[config.mk]
export PLATFORM = sky130hd
export DESIGN_NAME = fpu_adder_flat
export DESIGN_NICKNAME = d
export VERILOG_FILES = /design/src/rtl/fpu_adder_if.sv /design/src/rtl/fpu_adder.sv /design/src/flat_wrapper.sv
export SDC_FILE = /design/constraint.sdc
export NUM_CORES = 1
export LEC_CHECK = 0
export CORE_ASPECT_RATIO = 0.7
export CORE_MARGIN = 2
export CORE_UTILIZATION = 58
export CTS_CLUSTER_SIZE = 12
export DETAILED_ROUTE_END_ITERATION = 8
export PLACE_DENSITY = 0.87
export SETUP_SLACK_MARGIN = 0.3
export SLEW_MARGIN = 20
export SYNTH_ARGS = -nofsm -noshare
export SYNTH_HDL_FRONTEND = slang
export SYNTH_SLANG_ARGS = --single-unit
[constraint.sdc]
create_clock -name clock100KHz -period 5.7 [get_ports clock100KHz]
set_input_delay 0.57 -clock clock100KHz [delete_from_list [all_inputs] [get_ports clock100KHz]]
set_output_delay 0.57 -clock clock100KHz [all_outputs]
set_load 0.05 [all_outputs]
[src/rtl/fpu_adder_if.sv]
// Operand/result bundle for fpu_adder, plus the FSM state for observation.
// There is no valid/ready: operands are sampled whenever dbg_state is LOAD, and
// data_out/status_out change only on the clock edge that leaves OUT.
interface fpu_adder_if;
   logic [31:0] op_A_in;
   logic [31:0] op_B_in;
   logic [31:0] data_out;
   logic [3:0]  status_out;
   logic [2:0]  dbg_state;

   modport master (output op_A_in, op_B_in, input data_out, status_out, dbg_state);
   modport slave  (input op_A_in, op_B_in, output data_out, status_out, dbg_state);
endinterface

[src/rtl/fpu_adder.sv]
// Multi-cycle adder for a 1/6/25 float format (bias 31, no denormals/Inf/NaN).
// Round-toward-zero; each pass is LOAD -> ALIGN -> ADD -> NORM -> OUT.
module fpu_adder (
   input  logic       clock100KHz,
   input  logic       reset,
   fpu_adder_if.slave bus
);
   typedef enum logic [2:0] {
      ST_LOAD  = 3'd0,
      ST_ALIGN = 3'd1,
      ST_ADD   = 3'd2,
      ST_NORM  = 3'd3,
      ST_OUT   = 3'd4
   } state_t;

   state_t             state_q, state_d;
   logic               sign_a_q, sign_a_d;
   logic               sign_b_q, sign_b_d;
   logic [5:0]         exp_b_q, exp_b_d;
   logic signed [7:0]  exp_r_q, exp_r_d;
   logic [28:0]        man_a_q, man_a_d;
   logic [28:0]        man_b_q, man_b_d;
   logic [29:0]        sum_q, sum_d;
   logic [31:0]        data_q, data_d;
   logic [3:0]         status_q, status_d;

   logic [5:0]  in_exp_a, in_exp_b, exp_diff;
   logic [25:0] in_man_a, in_man_b;
   logic        a_bigger;

   // Exponent 0 encodes zero, so the hidden bit (and fraction) is suppressed.
   always_comb begin
      in_exp_a = bus.op_A_in[30:25];
      in_exp_b = bus.op_B_in[30:25];
      in_man_a = (in_exp_a == 6'd0) ? 26'd0 : {1'b1, bus.op_A_in[24:0]};
      in_man_b = (in_exp_b == 6'd0) ? 26'd0 : {1'b1, bus.op_B_in[24:0]};
      a_bigger = {in_exp_a, in_man_a} >= {in_exp_b, in_man_b};
      exp_diff = exp_r_q[5:0] - exp_b_q;
   end

   always_comb begin
      state_d  = state_q;
      sign_a_d = sign_a_q;
      sign_b_d = sign_b_q;
      exp_b_d  = exp_b_q;
      exp_r_d  = exp_r_q;
      man_a_d  = man_a_q;
      man_b_d  = man_b_q;
      sum_d    = sum_q;
      data_d   = data_q;
      status_d = status_q;
      case (state_q)
         ST_LOAD: begin
            if (a_bigger) begin
               sign_a_d = bus.op_A_in[31];
               sign_b_d = bus.op_B_in[31];
               exp_r_d  = {2'b00, in_exp_a};
               exp_b_d  = in_exp_b;
               man_a_d  = {in_man_a, 3'b000};
               man_b_d  = {in_man_b, 3'b000};
            end else begin
               sign_a_d = bus.op_B_in[31];
               sign_b_d = bus.op_A_in[31];
               exp_r_d  = {2'b00, in_exp_b};
               exp_b_d  = in_exp_a;
               man_a_d  = {in_man_b, 3'b000};
               man_b_d  = {in_man_a, 3'b000};
            end
            state_d = ST_ALIGN;
         end
         ST_ALIGN: begin
            if (exp_diff == 6'd0) begin
               state_d = ST_ADD;
            end else if (exp_diff > 6'd27) begin
               // B lies entirely below the sticky position: collapse in one step.
               man_b_d = {28'd0, |man_b_q};
               exp_b_d = exp_r_q[5:0];
            end else begin
               man_b_d = {1'b0, man_b_q[28:2], man_b_q[1] | man_b_q[0]};
               exp_b_d = exp_b_q + 6'd1;
            end
         end
         ST_ADD: begin
            if (sign_a_q == sign_b_q)
               sum_d = {1'b0, man_a_q} + {1'b0, man_b_q};
            else
               sum_d = {1'b0, man_a_q} - {1'b0, man_b_q};
            state_d = ST_NORM;
         end
         ST_NORM: begin
            if (sum_q[29]) begin
               sum_d   = {1'b0, sum_q[29:2], sum_q[1] | sum_q[0]};
               exp_r_d = exp_r_q + 8'sd1;
               state_d = ST_OUT;
            end else if (sum_q == 30'd0 || sum_q[28]) begin
               state_d = ST_OUT;
            end else begin
               sum_d   = {sum_q[28:0], 1'b0};
               exp_r_d = exp_r_q - 8'sd1;
            end
         end
         ST_OUT: begin
            // Truncation: guard/round/sticky only decide EXACT vs INEXACT.
            if (sum_q == 30'd0) begin
               data_d   = 32'd0;
               status_d = 4'b1000;
            end else if (exp_r_q > 8'sd63) begin
               data_d   = {sign_a_q, 6'd63, 25'h1FFFFFF};
               status_d = 4'b0100;
            end else if (exp_r_q < 8'sd1) begin
               data_d   = 32'd0;
               status_d = 4'b0010;
            end else begin
               data_d   = {sign_a_q, exp_r_q[5:0], sum_q[27:3]};
               status_d = (sum_q[2:0] != 3'd0) ? 4'b0001 : 4'b1000;
            end
            state_d = ST_LOAD;
         end
         default: state_d = ST_LOAD;
      endcase
   end

   always_ff @(posedge clock100KHz) begin
      if (reset) begin
         state_q  <= ST_LOAD;
         sign_a_q <= 1'b0;
         sign_b_q <= 1'b0;
         exp_b_q  <= 6'd0;
         exp_r_q  <= 8'sd0;
         man_a_q  <= 29'd0;
         man_b_q  <= 29'd0;
         sum_q    <= 30'd0;
         data_q   <= 32'd0;
         status_q <= 4'd0;
      end else begin
         state_q  <= state_d;
         sign_a_q <= sign_a_d;
         sign_b_q <= sign_b_d;
         exp_b_q  <= exp_b_d;
         exp_r_q  <= exp_r_d;
         man_a_q  <= man_a_d;
         man_b_q  <= man_b_d;
         sum_q    <= sum_d;
         data_q   <= data_d;
         status_q <= status_d;
      end
   end

   assign bus.data_out   = data_q;
   assign bus.status_out = status_q;
   assign bus.dbg_state  = state_q;
endmodule

[src/flat_wrapper.sv]
// flat-port wrapper written by rule: the top's interface ports become plain ports
module fpu_adder_flat 
  (clock100KHz, reset, bus_op_A_in, bus_op_B_in, bus_data_out, bus_status_out, bus_dbg_state);
  fpu_adder_if bus_i ();
  input  logic clock100KHz;
  input  logic reset;
  input wire logic [$bits(bus_i.op_A_in)-1:0] bus_op_A_in;
  input wire logic [$bits(bus_i.op_B_in)-1:0] bus_op_B_in;
  output wire logic [$bits(bus_i.data_out)-1:0] bus_data_out;
  output wire logic [$bits(bus_i.status_out)-1:0] bus_status_out;
  output wire logic [$bits(bus_i.dbg_state)-1:0] bus_dbg_state;
  assign bus_i.op_A_in = bus_op_A_in;
  assign bus_i.op_B_in = bus_op_B_in;
  assign bus_data_out = bus_i.data_out;
  assign bus_status_out = bus_i.status_out;
  assign bus_dbg_state = bus_i.dbg_state;
  fpu_adder u_core (.clock100KHz(clock100KHz), .reset(reset), .bus(bus_i));
endmodule
Yosys cells after proc, flatten, opt, wreduce, memory -nomap -nowiden
Index checks and enable logic that the tools add are counted.

Add/subtract/negate cells: 6. $lt $le $gt $ge: 4. Equal/unequal tests: 9. Muxes and demuxes: 32. Bitwise gates (word level): 2. Reduce and logical (&&, ||, !) cells: 15.

Operators with widths (number): 32-bit 2-to-1 mux (3); 30-bit 2-to-1 mux (3); 29-bit 2-to-1 mux (3); 30-bit case mux with 2 select lines (1); 29-bit case mux with 2 select lines (1); 26-bit 2-to-1 mux (2); 32-bit greater-or-equal comparator (1); 29-bit by 29-bit adder with 30-bit output (1); 30-bit logical NOT (1); 29-bit by 29-bit subtractor with 30-bit output (1); 29-bit OR reduction (1); 28-bit 2-to-1 mux (1); 6-bit 2-to-1 mux (4); 6-bit logical NOT (3); 4-bit 2-to-1 mux (4); 8-bit 2-to-1 mux (2); 8-bit case mux with 2 select lines (1); 3-bit case mux with 4 select lines (1); 6-bit case mux with 2 select lines (1); 3-bit 2-to-1 mux (3); 8-bit by 2-bit adder with 8-bit output (second input constant) (1); 8-bit by 7-bit > comparator with 1-bit output (second input constant) (1); 8-bit by 2-bit < comparator with 1-bit output (second input constant) (1); 2-bit AND reduction (4); 18 further kinds (23).

Flip-flop bits (word level): 143. Output and inout bits: 39. Logic and storage cells: 79.

Depth between registers and ports, before layout
Depth in word-level cells: 5. Depth in mapped cells: 17. Depth with buffers taken out: 16.

Least setup slack after synthesis
Ideal clock, no wire load.

Path kind: flip-flop to flip-flop. Start: register u_core.man_b_q[2]. End: register u_core.sum_q[29]. Setup time: 128 ps. Arrival: 3807 ps. Setup slack: 1766 ps. Stages on the path, launching flop included: 16. Period minus slack after synthesis: 3934 ps. Cells stage by stage: dfxtp_1 or3_4 or4_4 nor4_4 a21oi_1 xor2_1 ha_1 clkbuf_1 a21o_1 a21oi_1 o21ai_0 a221oi_1 a21oi_1 o41ai_1 mux2i_1 o31ai_1.

Cells in the longest elaborated chain, start to end: 3. Elaborated cells on any way between the ends: 4. Classes of those cells: 2 x add/sub; 2 x mux.

Ends and longest elaborated chain: from (decl) (line fpu_adder.sv:22) `logic [28:0] man_b_q, man_b_d;`; from (signal assigned) (line fpu_adder.sv:142) `man_b_q <= man_b_d;`; 29-bit by 29-bit subtractor with 30-bit output or 29-bit by 29-bit adder with 30-bit output (tied branches) (line fpu_adder.sv:87, fpu_adder.sv:85); 30-bit 2-to-1 mux (*) (line fpu_adder.sv:84) `if (sign_a_q == sign_b_q)`; 30-bit case mux with 2 select lines (*) (line fpu_adder.sv:52) `case (state_q)`; to (signal assigned) (line fpu_adder.sv:143) `sum_q <= sum_d;`; to (decl) (line fpu_adder.sv:23) `logic [29:0] sum_q, sum_d;`.

Every way passes the cells marked *; elsewhere a longest branch is shown, timed or not. A chain may end at the register's enable or synchronous reset.

Worst setup path in the final report
Start: input port bus_op_A_in[28]. End: register u_core.man_a_q[27].

Cells in the longest elaborated chain, start to end: 4.

Ends and longest elaborated chain: from (decl) (line flat_wrapper.sv:7) `input wire logic [$bits(bus_i.op_A_in)-1:0] bus_op_A_in;`; 6-bit logical NOT (line fpu_adder.sv:35) `in_man_a = (in_exp_a == 6'd0) ? 26'd0 : {1'b1, bus.op_A_in[24:0]};`; 26-bit 2-to-1 mux (line fpu_adder.sv:35); 32-bit greater-or-equal comparator (line fpu_adder.sv:37) `a_bigger = {in_exp_a, in_man_a} >= {in_exp_b, in_man_b};`; 29-bit 2-to-1 mux (*) (line fpu_adder.sv:54) `if (a_bigger) begin`; to (signal assigned) (line fpu_adder.sv:141) `man_a_q <= man_a_d;`; to (decl) (line fpu_adder.sv:21) `logic [28:0] man_a_q, man_a_d;`.

Marked as above.

==> flow_summary.toml <==
[setup_path]
path_cells = "clkdlybuf4s50_1 > nor4_1 > nand2_1 > and2_1 > ha_1 > a21oi_1 > o21ai_0 > a221oi_1 > o2111ai_1 > a31oi_4 > buf_4 > nor2b_1 > a311oi_1 > nor3_1"
path_max_fanout = 44
rrSetupSlack_ns = 1.19
cp-end-kind = "register"
path_class = "primary input to register"
critical_path.max_stage_delay_ns = 0.52
startpoint_type = "primary input"
cp_slowest_cell = "nand2_1"
cp.required_ns = 5.99
cp.arrival_ns = 4.99

[synth]
synth_cell_types = 70
synth_common_cells = "nor2_1, dfxtp_1, a21oi_1"
synthTopCellsByArea = "dfxtp_1, ha_1, nor2_1"
synth_top_area_share_pct = 28.6
postSynthCellCount = 1281
ys.warnings.count = 0
synth.most_common_cell = "nor2_1"
synth_edf_count = 0
syn_avg_cell_area_sq_um = 7.66
synth_flop_cell = "dfxtp_1"
synthesis.area_sq_um = 9810
ys_async_sr_fraction_pct = 0
ys_ff_latch = 140
yosys.area.top_type = "dfxtp_1"
synth_fp_nets = 1420
ys_seq_area_share_pct = 28.6

[power_and_ir_drop]
cellLeakagePower_nw = 4.54
power.density_nw_per_um2 = 488
power.total_mw = 5.62
switching_share_pct = 45.7
p_seq_share_pct = 26.0
netSwitchingPower_mw = 2.57
internal_power_mw = 3.05
pwr-share-comb_pct = 53.5
ir_drop_v = 0.000321
clockPowerShare_pct = 20.5

[cells_and_area]
final_net_count = 1462
fillCellCount = 1303
drive_above_1_share_pct = 5.24
postLayoutCellArea_sq_um = 11500
syn2layout_area_growth_pct = 17.5
num_antenna_cells = 0

[timing]
finalMaxSlewViolations = 0
finalSetupTns_ns = 0
setup_violations = 0
fmax_mhz = 213
hold_ws_ns = 0.498
hold_violations = 0
maxSlewHeadroom_pct = 24.7
rsz0062_at_grt = "false"
final.setup_skew_ns = 0.0110
finalWorstSetupSlack_ns = 0.999
worst_pin_slew_ns = 1.13
period_minus_slack_ns = 4.70
post-route-period-util_pct = 82.5

[worst_hold_path]
hold_path.class = "register to register"

[clock_network]
cts.htree.levels = 4
clockBufferDepth = 2
path_clk_slew_ns = 0.06
cts_tree = "done"
clock-root-buffer = "clkbuf_16"
clkLatencyLatePin_ns = 0.44
postCtsSetupBuffers = 0
cts_resized = 0
clock-sinks = 140
cts_hold_buf = 0
numCtsBuffers = 17

[routing]
ant_nets = 0
drt_iter0_drc = 1078
dr.pass1.iters = 6
wl_per_cell_um = 18.0
totalWireLength_um = 28100
drc = 0
dr_total_vias = 10100
vias_per_cell = 6.45

[placed_design]
place_area_sq_um = 10900
numPortBuffers = 104
place_congestion = 0.979
pre_cts_ws_ns = 0.663
dp_hpwl_um = 19800

[outcome]
status = "finished clean"

[grt]
overflow = 0
grt_pass1_vias = 9351
grt_usage_pct = 31.2
grt_first_pass_wirelength_um = 46600
grt_antenna_before_repair = 0
grt_max_degree = 81

[die]
dieArea_sq_um = 18000
num_rows = 39
fp.dieH_um = 113
fp.dieW_um = 159
coreArea_sq_um = 16400
start_util_pct = 59.7
pin_count = 105

[job]
maxCapViolations = 0
==> area by class of cell <==
type / instances / area, sq um / area share [%]
repair buffers: 119 / 1160 / 10.1
flip-flops and latches: 140 / 2800 / 24.3
clock inverters: 13 / 165 / 1.43
inverters: 35 / 131 / 1.14
clock buffers: 19 / 433 / 3.76
well taps: 225 / 282 / 2.44
multi-input cells: 1010 / 6550 / 56.8
==> stage by stage <==
step / utilization [%] / cells
final: 70.1 / 1561
after global routing: 70.1 / 1561
after CTS: 70.1 / 1561
after floorplan: - / 1281
after global placement: 66.4 / 1529
after detailed placement: 66.4 / 1529
==> per-layer routing <==
| layer | global-route usage (%) | share of wire (%) | vias to the layer above |
|---|---|---|---|
| li1 | - | - | 4817 |
| met1 | 41.8 | 44 | 4747 |
| met2 | 50.3 | 46 | 446 |
| met3 | 6.20 | 7.7 | 63 |
| met4 | 11.3 | 2.3 | 0 |
| met5 | 0 | 0 | - |
==> path summary, 6_finish.rpt <==
| path | start | to | cells after the start |
|---|---|---|---|
| hold reg to reg | u_core.sum_q[0] | u_core.sum_q[0] | 2 |
| setup reg to reg | u_core.man_b_q[2] | u_core.sum_q[29] | 14 |
| setup / recovery | bus_op_A_in[28] | u_core.man_a_q[27] | 14 |
| hold / removal | u_core.sum_q[0] | u_core.sum_q[0] | 2 |
==> critical path: cells and delay by family <==
family	cells	cell delay, ns
buf+inv	2	0.92
simple gates	5	1.42
compound gates	6	1.73
fa+ha+maj	1	0.33
==> flip-flops by register name (all words and copies together), names as in the netlist <==
signal                 flops
u_core.exp_b_q             6
u_core.man_a_q            26
u_core.bus.data_out       32
u_core.man_b_q            29
u_core.bus.dbg_state       3
u_core.bus.status_out      4
u_core.exp_r_q             8
u_core.sum_q              30
u_core.sign_a_q            1
u_core.sign_b_q            1
==> cell families after synthesis <==
logic type               after synthesis  share of synthesized area (%)
buffers and inverters                131                           5.13
adder cells (fa/ha/maj)               73                           9.46
multiplexers                          20                           2.12
flip-flops                           140                           28.6
AND/OR/NAND/NOR                      453                           22.4
XOR/XNOR                              50                           4.46
AO/OA/AOI/OAI                        414                           27.8
==> layout by cell type, fill, tap and decap left out, types with 7 or more instances in the layout <==
| cell type | netlist | layout |
|---|---|---|
| a211oi_1 | 19 | 19 |
| a21o_1 | 20 | 20 |
| a21oi_1 | 118 | 118 |
| a221oi_1 | 45 | 45 |
| a22oi_1 | 38 | 38 |
| a311oi_1 | 26 | 26 |
| a31oi_1 | 11 | 10 |
| and2_1 | 26 | 26 |
| and3_1 | 8 | 7 |
| buf_4 | 0 | 15 |
| clkbuf_16 | 0 | 17 |
| clkdlybuf4s50_1 | 0 | 103 |
| dfxtp_1 | 140 | 140 |
| ha_1 | 71 | 71 |
| inv_1 | 35 | 35 |
| mux2i_1 | 14 | 14 |
| nand2_1 | 81 | 80 |
| nand3_1 | 18 | 17 |
| nand4_1 | 16 | 16 |
| nor2_1 | 167 | 166 |
| nor2b_1 | 34 | 34 |
| nor3_1 | 52 | 50 |
| nor3b_1 | 10 | 10 |
| nor4_1 | 11 | 11 |
| o211ai_1 | 10 | 10 |
| o21ai_0 | 70 | 70 |
| o21ai_1 | 7 | 7 |
| o22ai_1 | 8 | 8 |
| or4_1 | 7 | 7 |
| xnor2_1 | 31 | 31 |
| xor2_1 | 19 | 19 |
==> power by group through the flow <==
stage | registers [mW] | logic, mW | clock network [mW]
final | 1.46 | 3.01 | 1.15
after global routing | 1.48 | 3.34 | 1.19
after CTS | 1.45 | 2.94 | 1.15
after detailed placement | 1.47 | 2.90 | 0
after global placement | 1.46 | 2.82 | 0
after floorplan | 1.37 | 2.27 | 0
No activity file was read; power rests on OpenSTA's default activity.
